`src/rtl/logic_unit_arbiter.sv`:
```
// rtl/logic_unit_arbiter.sv - two-requester round-robin arbiter sharing one registered bitwise logic unit
// Optional feature macro: LOGIC_ARB_ZERO_FLAG_EN adds a registered rsp_zero flag.
module logic_unit_arbiter #(
    parameter int LENGTH = 32
) (
    input  logic              clk,
    input  logic              rst,
    input  logic              req0_valid,
    output logic              req0_ready,
    input  logic [1:0]        req0_op,
    input  logic [LENGTH-1:0] req0_x,
    input  logic [LENGTH-1:0] req0_y,
    input  logic              req1_valid,
    output logic              req1_ready,
    input  logic [1:0]        req1_op,
    input  logic [LENGTH-1:0] req1_x,
    input  logic [LENGTH-1:0] req1_y,
    output logic              rsp_valid,
    input  logic              rsp_ready,
    output logic              rsp_id,
`ifdef LOGIC_ARB_ZERO_FLAG_EN
    output logic              rsp_zero,
`endif
    output logic [LENGTH-1:0] rsp_z
);

    typedef enum logic {
        EMPTY = 1'b0,
        FULL  = 1'b1
    } state_t;

    state_t            state_q;
    state_t            state_d;
    logic              last_grant_q;
    logic              grant;
    logic              can_accept;
    logic              accept;
    logic [1:0]        sel_op;
    logic [LENGTH-1:0] sel_x;
    logic [LENGTH-1:0] sel_y;
    logic [LENGTH-1:0] result;

    function automatic logic [LENGTH-1:0] bitop(input logic [1:0] op,
                                                input logic [LENGTH-1:0] x,
                                                input logic [LENGTH-1:0] y);
        case (op)
            2'b00:   bitop = x & y;
            2'b01:   bitop = x | y;
            2'b10:   bitop = x ^ y;
            default: bitop = ~(x | y);
        endcase
    endfunction

    // Grant only moves after a handshake because last_grant_q only updates on accept.
    always_comb begin
        grant      = ~last_grant_q;
        can_accept = (state_q == EMPTY) | rsp_ready;
        if (req0_valid & ~req1_valid) begin
            grant = 1'b0;
        end else if (req1_valid & ~req0_valid) begin
            grant = 1'b1;
        end
        req0_ready = can_accept & ~grant & ~rst;
        req1_ready = can_accept & grant & ~rst;
        accept     = (req0_valid & req0_ready) | (req1_valid & req1_ready);
        sel_op     = grant ? req1_op : req0_op;
        sel_x      = grant ? req1_x  : req0_x;
        sel_y      = grant ? req1_y  : req0_y;
        result     = bitop(sel_op, sel_x, sel_y);
        state_d    = state_q;
        if (accept) begin
            state_d = FULL;
        end else if (rsp_ready) begin
            state_d = EMPTY;
        end
    end

    always_ff @(posedge clk) begin
        if (rst) begin
            state_q      <= EMPTY;
            last_grant_q <= 1'b1;
            rsp_z        <= '0;
            rsp_id       <= 1'b0;
`ifdef LOGIC_ARB_ZERO_FLAG_EN
            rsp_zero     <= 1'b0;
`endif
        end else begin
            state_q <= state_d;
            if (accept) begin
                rsp_z        <= result;
                rsp_id       <= grant;
                last_grant_q <= grant;
`ifdef LOGIC_ARB_ZERO_FLAG_EN
                rsp_zero     <= (result == '0);
`endif
            end
        end
    end

    assign rsp_valid = (state_q == FULL);

endmodule

```
`config.mk`:
```
export PLATFORM = sky130hd
export DESIGN_NAME = logic_unit_arbiter
export DESIGN_NICKNAME = d
export VERILOG_FILES = /design/src/rtl/logic_unit_arbiter.sv
export SDC_FILE = /design/constraint.sdc
export NUM_CORES = 1
export LEC_CHECK = 0
export ABC_AREA = 1
export BUFFER_PORTS_ARGS = -buffer_cell sky130_fd_sc_hd__buf_2
export CAP_MARGIN = 20
export CORE_AREA = 2 2 106 108
export CTS_BUF_LIST = sky130_fd_sc_hd__clkbuf_8
export CTS_CLUSTER_SIZE = 24
export DETAILED_ROUTE_END_ITERATION = 10
export DIE_AREA = 0 0 108 110
export GPL_TIMING_DRIVEN = 0
export PLACE_DENSITY = 0.74
export SYNTH_ARGS = -nofsm -noshare
export SYNTH_HDL_FRONTEND = slang
export SYNTH_SLANG_ARGS = --single-unit
export TNS_END_PERCENT = 20
```
`constraint.sdc`:
```
create_clock -name clk -period 4.8 [get_ports clk]
set_clock_uncertainty 0.1 [all_clocks]
set_input_delay 0.24 -clock clk [delete_from_list [all_inputs] [get_ports clk]]
set_output_delay 0.24 -clock clk [all_outputs]
set_load 0.005 [all_outputs]
```
==> run summary, run 1 <==
Die width = 108 um
Die area = 0.01188 mm2
Power after layout = 1.343 mW
Vias/cell = 4.805
Share of flip-flops with an asynchronous set or reset = 0%
Clock Root Buffer = clkbuf_8
Pin count of the biggest net entering global routing = 11
Most frequent cell after synthesis = nand2_1
Initial DRC count = 268
Min-Delay Path Class = in2reg
Final wirelength = 14070 um
Mapped Nets = 934
Vias in the first global route = 4915
Setup-failing EPs final = 0
Max-slew violation count = 0
GRT Util Overall = 24.26%
Hold Vio Cnt, Final = 0
Pwr/cell area = 227.7 mW/mm2
Startpoint types = register
Drt first pass iters = 4
Clock sink total = 35
Max VDD drop = 99.03 uV
Post-CTS Setup Bufs = 0
Post-route ant nets = 0
Num rows = 38
Layout Nets = 1113
Top post-synthesis cells by area = ha_1 (17%), dfxtp_1 (15%), nand2_1 (12%)
Post-synthesis sequential area ratio = 14.71%
Area grow syn2layout = 23.84%
Routability cong. = 0.8609
Slew @ Worst Pin = 0.7113 ns
Non-filler instance count after layout = 1053
Total negative setup slack = 0 ns
Post-synth top area share = 16.81%
Crit-path max FO = 10
LEAKAGE = 3.252 nW
Drt drc = 0
Rel. slew slack = 52.58%
Cells after Synth = 733
Post-synth EDFFs = 0
Main synth FF type = dfxtp_1
Latest clock arrival within the worst-skew pair = 0.29 ns
Minimum clock period = 2.561 ns
Port Buf Inserts = 172
CTS max path bufs = 2
CTS H-tree depth = 2
Routed len/inst = 13.36 um
RSZ-0062 raised after global routing = no
Starting Density = 44.54%
Initial antenna violation count = 0
Distinct cells, synth = 29
Fin crit share = 53.35%
Status = finished, final reports clean
Reg clk slew, reported paths = 0.08 ns
First-pass GRT wire length = 22940 um
Placed standard-cell area = 0.005801 mm2
Synthesized area per cell = 6.500 um2
Worst setup EP type = register
Critical path arrival = 2.60 ns
Clock buffers created by TritonCTS = 5
Vias = 5060
CORE AREA = 0.01070 mm2
TritonCTS clock tree = built
Leading area contributor after synthesis = ha_1
Share of layout cells above drive strength 1 = 35.05%
ANT cells = 0
Register-to-Register Setup Slack = 2.24 ns
Mapped Area = 0.004765 mm2
Max-cap violations = 0
FMAX = 0.3905 GHz
Commonest cells post-synth = nand2_1 (146), inv_1 (139), nand3_1 (88), ha_1 (64), o21ai_0 (51)
CP required = 4.84 ns
Layout Utilization = 55.16%
Gr ovfl total = 0
Final HPWL DP = 11150 um
Synthesis Warnings = 0
#FFs+latches synth = 35
# IOs = 173
Post-route cell area = 0.005901 mm2
Cts repair resizes = 0
Die Ht = 110 um
Critical path class = reg2reg
Placed Cells incl. Taps = 1045
Hold buffers post-CTS = 0
-- path summary, 6_finish.rpt --
path | startpoint | cells after the start | end
setup / recovery | last_grant_q$_SDFFE_PP1P_ | 14 | rsp_z[28]$_SDFFE_PP0P_
hold / removal | rst | 2 | rsp_z[2]$_SDFFE_PP0P_
setup reg to reg | last_grant_q$_SDFFE_PP1P_ | 14 | rsp_z[28]$_SDFFE_PP0P_
hold reg to reg | rsp_z[15]$_SDFFE_PP0P_ | 2 | rsp_z[15]$_SDFFE_PP0P_
-- report_power, final --
part	switching (mW)	total, mW	internal [mW]	leakage [nW]
logic	0.454	0.752	0.298	2.91
registers	0.0212	0.349	0.328	0.288
clock network	0.113	0.242	0.129	0.0557
-- worst max-delay path, stage by stage, from the launching register on --
cell and delay, ns:
dfxtp_1 0.35, nand2_1 0.09, nand2_4 0.10, nand2_4 0.07
buf_8 0.15, inv_2 0.09, clkbuf_1 0.50, or2_2 0.22
o21ai_2 0.06, inv_1 0.08, ha_1 0.21, o21ai_0 0.15
nand3_1 0.08, nand2_1 0.08, a21oi_2 0.05
-- through the flow --
stage	setup WS [ns]	hold WS, ns
floorplan	2.736	0.2091
global placement	2.217	0.3525
detailed placement	2.217	0.3621
CTS	2.222	0.1060
global route	2.011	0.1229
finish	2.239	0.1074
-- placed cells by master (no fill, tap or decap), types with 22 or more instances in the layout --
master	count
buf_2	185
dfxtp_1	35
ha_1	64
inv_1	140
nand2_1	146
nand3_1	88
nand3_2	29
o21ai_0	51
o21ai_1	22
o21ai_2	25
or2_2	27
-- per-layer routing --
metal	vias up	track usage (%)	routed length, um
met5	-	0	0
met4	0	5.586	220
met3	15	3.351	841
met2	163	43.67	6621
met1	2250	30.75	6383
li1	2632	-	-
-- state kept, by name, indices dropped and copies added (netlist names) --
signal        cells
rsp_z            32
rsp_valid         1
rsp_id            1
last_grant_q      1
-- cells by family (layout without fill, tap and decap cells) --
kind of cell | after synthesis | after routing | share of synthesized area, %
compound gates | 118 | 118 | 15.78
buf+inv | 200 | 380 | 18.22
flops | 35 | 35 | 14.71
fa+ha+maj | 64 | 64 | 16.81
simple gates | 316 | 316 | 34.48
-- cell type report --
cell class | instances | area [um2]
Timing Repair Buffer | 172 | 860.8
Sequential cell | 35 | 700.7
Fill cell | 1126 | 4797
Tap cell | 140 | 175.2
Clock inverter | 1 | 3.754
Buffer | 44 | 282.8
Multi-Input combinational cell | 498 | 3196
Clock buffer | 7 | 96.34
Inverter | 156 | 585.6
Power figures use the tool's default switching activity.
==> run 2, diff against run 1 <==
--- a/config.mk
+++ b/config.mk
@@ -14,7 +14,7 @@
 export DETAILED_ROUTE_END_ITERATION = 10
 export DIE_AREA = 0 0 108 110
 export GPL_TIMING_DRIVEN = 0
-export PLACE_DENSITY = 0.74
+export PLACE_DENSITY = 0.77
 export SYNTH_ARGS = -nofsm -noshare
 export SYNTH_HDL_FRONTEND = slang
 export SYNTH_SLANG_ARGS = --single-unit
==> constraint.sdc (replaced) <==
create_clock -name clk -period 2.14 [get_ports clk]
set_clock_uncertainty 0.1 [all_clocks]
set_input_delay 0.107 -clock clk [delete_from_list [all_inputs] [get_ports clk]]
set_output_delay 0.107 -clock clk [all_outputs]
set_load 0.005 [all_outputs]
==> run 2 against run 1 <==
Sequential share of layout area decreased by 0.81 points. Critical path type unchanged. Worst hold slack got worse by 0.050 ns. Die area stayed put. Non-clock buffer count up 14. Worst setup slack got worse by 2.2 ns. Register-to-register slack got worse by 2.2 ns. Largest cell class unchanged.
==> run summary, run 2 (synthesized netlist as in run 1, its figures left out) <==
CP required = 2.19 ns (was 4.84 ns)
# IOs = 173 (unchanged)
Status = finished, final reports clean (unchanged)
Hold Vio Cnt, Final = 0 (unchanged)
RSZ-0062 raised after global routing = yes (was no)
LEAKAGE = 3.424 nW (was 3.252 nW)
Num rows = 38 (unchanged)
TritonCTS clock tree = built (unchanged)
Largest Register = rsp_z (unchanged)
Max-cap violations = 0 (unchanged)
Reg clk slew, reported paths = 0.08 ns (about the same)
CTS H-tree depth = 2 (unchanged)
Min-Delay Path Class = in2reg (unchanged)
Latest clock arrival within the worst-skew pair = 0.29 ns (about the same)
Initial antenna violation count = 0 (unchanged)
Pwr/cell area = 513.5 mW/mm2 (was 227.7 mW/mm2)
Startpoint types = register (unchanged)
Max-slew violation count = 0 (unchanged)
Max VDD drop = 273.1 uV (was 99.03 uV)
CTS max path bufs = 2 (unchanged)
Crit-path max FO = 8 (was 10)
Commonest non-fill, non-tap cells in the layout = buf_2 (183), nand2_1 (144), inv_1 (134) (was buf_2 (185), nand2_1 (146), inv_1 (140))
Top cell by count, worst path = nand2_2
Clock sink total = 35 (unchanged)
Register-to-Register Setup Slack = 0.01 ns (was 2.24 ns)
Total negative setup slack = 0 ns (unchanged)
Initial DRC count = 235 (was 268)
Post-route ant nets = 0 (unchanged)
Slowest CP cell = dfxtp_2 (was clkbuf_1)
Port Buf Inserts = 172 (unchanged)
Routability cong. = 0.8982 (was 0.8609)
Slew @ Worst Pin = 0.7075 ns (was 0.7113 ns)
ANT cells = 0 (unchanged)
Vias/cell = 4.883 (was 4.805)
FMAX = 0.4704 GHz (was 0.3905 GHz)
Clock Root Buffer = clkbuf_8 (unchanged)
WHS = 0.05767 ns (was 0.1074 ns)
Largest register FFs = 32 (unchanged)
Slowest stage delay, CP = 0.34 ns (was 0.50 ns)
Die Ht = 110 um (unchanged)
Area grow syn2layout = 33.14% (was 23.84%)
Routed len/inst = 13.74 um (was 13.36 um)
Critical path class = reg2reg (unchanged)
FF-to-FF path depth = 13 (was 14)
Final HPWL DP = 11100 um (was 11150 um)
CORE AREA = 0.01070 mm2 (unchanged)
GRT Util Overall = 24.36% (was 24.26%)
Drt first pass iters = 4 (unchanged)
Worst setup EP type = register (unchanged)
Vias = 5215 (was 5060)
Layout Nets = 1128 (was 1113)
Pin count of the biggest net entering global routing = 11 (unchanged)
Fin crit share = 99.35% (was 53.35%)
Clock buffers created by TritonCTS = 5 (unchanged)
Die width = 108 um (unchanged)
Rel. slew slack = 52.84% (was 52.58%)
Critical path arrival = 2.18 ns (was 2.60 ns)
Die area = 0.01188 mm2 (unchanged)
Starting Density = 44.54% (unchanged)
CP cell instances = nand2_2 -> nand2_4 -> nand2_8 -> clkinv_8 -> clkbuf_16 -> or2_4 -> o21ai_2 -> inv_1 -> ha_1 -> o21ai_1 -> nand3_1 -> nand2_2 -> a21oi_2 (was nand2_1 -> nand2_4 -> nand2_4 -> buf_8 -> inv_2 -> clkbuf_1 -> or2_2 -> o21ai_2 -> inv_1 -> ha_1 -> o21ai_0 -> nand3_1 -> nand2_1 -> a21oi_2)
Setup-failing EPs final = 0 (unchanged)
Share of layout cells above drive strength 1 = 40.63% (was 35.05%)
Vias in the first global route = 4824 (was 4915)
Gr ovfl total = 0 (unchanged)
Hold Path Stages = 3 (was 2)
First-pass GRT wire length = 22900 um (was 22940 um)
Most common cell after layout, fill and taps aside = buf_2 (unchanged)
Final wirelength = 14670 um (was 14070 um)
Drt drc = 0 (unchanged)
Minimum clock period = 2.126 ns (was 2.561 ns)
-- run 2: cell types whose count changed in the layout (fill, tap and decap cells not counted), sizes merged --
cell and change:
clkinv +1, inv -1, clkbuf +1, dlygate4sd3 +2, buf +11, nand2 +1
-- run 2: what timing repair did --
item / 4_1_cts / 5_1_grt
pin swaps: 5 / 44
setup endpoints to repair: 31 / 31
gates resized for setup: 32 / 87
hold endpoints to repair: 2 / 0
buffers inserted: 5 / 5
hold buffers: 2 / 0
gates cloned: 1 / 3
-- run 2: layer usage --
metal	vias up	share of wire (%)	GRT usage (%)
met5	-	0	0
met4	0	1.2	5.128
met3	12	6.8	4.233
met2	185	48	43.94
met1	2345	44	30.48
li1	2673	-	-
-- run 2: report_power, final --
group | leakage (nW) | total (mW) | internal [mW] | switching, mW
sequential | 0.288 | 0.782 | 0.736 | 0.0464
clock | 0.0557 | 0.547 | 0.290 | 0.258
combinational | 3.08 | 1.93 | 0.809 | 1.12
total | 3.42 | 3.26 | 1.83 | 1.42
-- run 2: worst paths after layout --
check | startpoint | endpoint
setup reg to reg | last_grant_q$_SDFFE_PP1P_ | rsp_z[13]$_SDFFE_PP0P_
setup / recovery | last_grant_q$_SDFFE_PP1P_ | rsp_z[13]$_SDFFE_PP0P_
hold reg to reg | rsp_id$_SDFFE_PP0P_ | rsp_id$_SDFFE_PP0P_
hold / removal | req1_valid | last_grant_q$_SDFFE_PP1P_
-- run 2: metrics by stage --
stage	power, mW	setup slack (ns)	area [um2]	utilization (%)	cells
6_report	3.257	0.01399	6344	59.30	1068
4_1_cts	3.092	-0.01874	6031	56.37	1060
3_3_place_gp	2.451	-0.4570	5801	54.22	1045
3_5_place_dp	2.488	-0.4887	5801	54.22	1045
2_1_floorplan	1.944	0.07642	4765	-	733
5_1_grt	3.534	-0.08964	6344	59.30	1068
-- run 2: area by class of cell --
| type | instances | area [um2] |
|---|---|---|
| fill | 1055 | 4354 |
| multi-input combinational | 499 | 3407 |
| timing repair buffer | 187 | 997.2 |
| sequential | 35 | 701.9 |
| inverter | 156 | 598.1 |
| buffer | 43 | 364.1 |
| tap | 140 | 175.2 |
| clock buffer | 7 | 96.34 |
| clock inverter | 1 | 3.754 |
-- run 2: worst max-delay path: cells and delay by family, from the launching register on --
family                   cells  cell delay [ns]
buffers and inverters        3             0.32
AO/OA/AOI/OAI                3             0.24
adder cells (fa/ha/maj)      1             0.27
flip-flops                   1             0.34
AND/OR/NAND/NOR              6             0.71
==> run 3, diff against run 2 <==
--- a/config.mk
+++ b/config.mk
@@ -15,6 +15,7 @@
 export DIE_AREA = 0 0 108 110
 export GPL_TIMING_DRIVEN = 0
 export PLACE_DENSITY = 0.77
+export SETUP_SLACK_MARGIN = 0.1
 export SYNTH_ARGS = -nofsm -noshare
 export SYNTH_HDL_FRONTEND = slang
 export SYNTH_SLANG_ARGS = --single-unit
==> run 3 against run 2 <==
The flow now finishes with violations (negative hold slack, negative setup slack). Via count up 1.2%. First-iteration DRC count down 3.8%. Maximum frequency down 2.4%. Critical endpoint is now rsp_z[28]$_SDFFE_PP0P_. Largest cell class unchanged. Highest routed layer unchanged.
==> run summary, run 3 (synthesized netlist as in run 1, its figures left out) <==
TritonCTS clock tree = built (unchanged)
Routability cong. = 0.8510 (was 0.8982)
RSZ-0062 raised after global routing = yes (unchanged)
Switching Fraction = 44.30% (was 43.68%)
Critical path arrival = 2.25 ns (was 2.18 ns)
Total negative setup slack = -0.09282 ns (was 0 ns)
Die area = 0.01188 mm2 (unchanged)
Routed len/inst = 14.07 um (was 13.74 um)
Gate power share = 61.3% (was 59.2%)
Largest Register = rsp_z (unchanged)
Slew @ Worst Pin = 0.7396 ns (was 0.7075 ns)
Fillers = 1034 (was 1055)
Latest clock arrival within the worst-skew pair = 0.30 ns (was 0.29 ns)
Clock sink total = 35 (unchanged)
Hold Vio Cnt, Final = 1 (was 0)
Seq pwr share = 24.0% (about the same)
Drt first pass iters = 7 (was 4)
Post-route cell area = 0.006462 mm2 (was 0.006344 mm2)
Multi-input gate area = 0.003466 mm2 (was 0.003407 mm2)
Max-slew violation count = 0 (unchanged)
Layout Nets = 1132 (was 1128)
Hold buffers post-CTS = 1 (was 2)
Failing checks = negative hold slack, negative setup slack
Register-to-Register Setup Slack = -0.04 ns (was 0.01 ns)
Pwr/cell area = 504.5 mW/mm2 (was 513.5 mW/mm2)
Switch Pwr = 1.444 mW (was 1.423 mW)
Share of layout cells above drive strength 1 = 41.31% (was 40.63%)
Final wirelength = 15080 um (was 14670 um)
Commonest non-fill, non-tap cells in the layout = buf_2 (178), nand2_1 (141), inv_1 (134) (was buf_2 (183), nand2_1 (144), inv_1 (134))
Most common cell after layout, fill and taps aside = buf_2 (unchanged)
Vias = 5278 (was 5215)
Num rows = 38 (unchanged)
Max-cap violations = 0 (unchanged)
GRT Max-Usage Layer = met2 (unchanged)
Startpoint types = register (unchanged)
Minimum clock period = 2.178 ns (was 2.126 ns)
Worst setup EP type = register (unchanged)
FF/Latch Area = 701.9 um2 (unchanged)
Port Buf Inserts = 172 (unchanged)
Pin count of the biggest net entering global routing = 11 (unchanged)
Largest register FFs = 32 (unchanged)
LEAKAGE = 3.483 nW (was 3.424 nW)
Starting Density = 44.54% (unchanged)
Setup-failing EPs final = 7 (was 0)
R2R Path Start = last_grant_q$_SDFFE_PP1P_ (unchanged)
ANT cells = 0 (unchanged)
Critical path class = reg2reg (unchanged)
Vias in the first global route = 5089 (was 4824)
# IOs = 173 (unchanged)
Clock Root Buffer = clkbuf_8 (unchanged)
Initial antenna violation count = 1 (was 0)
Fin crit share = 101.8% (was 99.35%)
GR Util met3 = 3.469% (was 4.233%)
Setup ws final = -0.03819 ns (was 0.01399 ns)
Post-route ant nets = 0 (unchanged)
Gr ovfl total = 0 (unchanged)
Clock share of power = 14.7% (was 16.8%)
Worst R2R End = rsp_z[28]$_SDFFE_PP0P_ (was rsp_z[13]$_SDFFE_PP0P_)
CP required = 2.21 ns (was 2.19 ns)
FF-to-FF path depth = 14 (was 13)
Reg clk slew, reported paths = 0.08 ns (about the same)
CTS H-tree depth = 2 (unchanged)
Area grow syn2layout = 35.64% (was 33.14%)
Die Ht = 110 um (unchanged)
Grt met2 use = 46.63% (was 43.94%)
First-pass GRT wire length = 23980 um (was 22900 um)
Cell-internal power = 1.816 mW (was 1.835 mW)
Placed standard-cell area = 0.005802 mm2 (was 0.005801 mm2)
Vias/cell = 4.924 (was 4.883)
CORE AREA = 0.01070 mm2 (unchanged)
Die width = 108 um (unchanged)
Final HPWL DP = 11340 um (was 11100 um)
CTS max path bufs = 2 (unchanged)
WHS = -0.03441 ns (was 0.05767 ns)
Max VDD drop = 220.6 uV (was 273.1 uV)
CP startpoint = last_grant_q$_SDFFE_PP1P_ (unchanged)
Initial DRC count = 226 (was 235)
Crit-path max FO = 8 (unchanged)
FMAX = 0.4591 GHz (was 0.4704 GHz)
Rel. slew slack = 50.69% (was 52.84%)
Min-Delay Path Class = in2reg (unchanged)
Status = finished, violations left (was finished, final reports clean)
Drt drc = 0 (unchanged)
CP endpoint = rsp_z[28]$_SDFFE_PP0P_ (was rsp_z[13]$_SDFFE_PP0P_)
Met1 Resource Use GR = 31.35% (was 30.48%)
GRT Util Overall = 25.63% (was 24.36%)
Clock buffers created by TritonCTS = 5 (unchanged)
[run 3: metal layers]
metal	vias up	share of wire, %
met5	-	0
met4	0	2.2
met3	31	6.4
met2	203	49
met1	2369	43
li1	2675	-
[run 3: critical path: stages (launching register included)]
cell      delay, ns
dfxtp_2        0.34
nand2_2        0.08
nand2_4        0.06
nand2_4        0.09
buf_8          0.14
inv_8          0.05
clkbuf_8       0.16
or2_2          0.28
o21ai_2        0.07
inv_1          0.06
ha_1           0.26
o21ai_1        0.13
nand3_1        0.08
nand2_1        0.08
a21oi_2        0.05
[run 3: what timing repair did]
action | in CTS | in global routing
endpoints found under the setup margin | 32 | 32
gates resized for setup | 87 | 70
setup buffers | 11 | 4
hold endpoints to repair | 2 | 1
pin swaps | 34 | 24
cloned | 3 | 0
[run 3: cell type report]
cell class / instances / share of cell area, %
Inverter: 156 / 9.177
Clock buffer: 5 / 1.065
Timing Repair Buffer: 191 / 16.05
Tap cell: 140 / 2.711
Sequential cell: 35 / 10.86
Buffer: 44 / 6.312
Clock inverter: 3 / 0.1936
Multi-Input combinational cell: 498 / 53.63
[run 3: power groups by stage]
stage,clock [mW],combinational (mW),sequential [mW]
2_1_floorplan,0,1.15,0.797
3_3_place_gp,0,1.66,0.792
3_5_place_dp,0,1.69,0.793
4_1_cts,0.484,1.88,0.780
5_1_grt,0.512,2.24,0.790
6_report,0.479,2.00,0.781
[run 3: per-stage QoR]
stage               cells  util (%)  total power, mW  setup slack [ns]
floorplan             733         -            1.944           0.07899
global placement     1045     54.23            2.451           -0.3802
detailed placement   1045     54.23            2.486           -0.3857
CTS                  1068     58.11            3.144          -0.03151
global route         1072     60.41            3.544           -0.1426
finish               1072     60.41            3.260          -0.03819
[run 3: how the worst min path moves through the flow]
stage          from                    end  slack [ns]  cells past startpoint
2_1_floorplan   rst  rsp_z[2]$_SDFFE_PP0P_        0.08                      1
3_3_place_gp    rst  rsp_z[2]$_SDFFE_PP0P_        0.27                      2
3_5_place_dp    rst  rsp_z[2]$_SDFFE_PP0P_        0.28                      2
4_1_cts         rst  rsp_z[2]$_SDFFE_PP0P_       -0.05                      2
5_1_grt         rst  rsp_z[2]$_SDFFE_PP0P_       -0.02                      2
6_report        rst  rsp_z[2]$_SDFFE_PP0P_       -0.03                      2
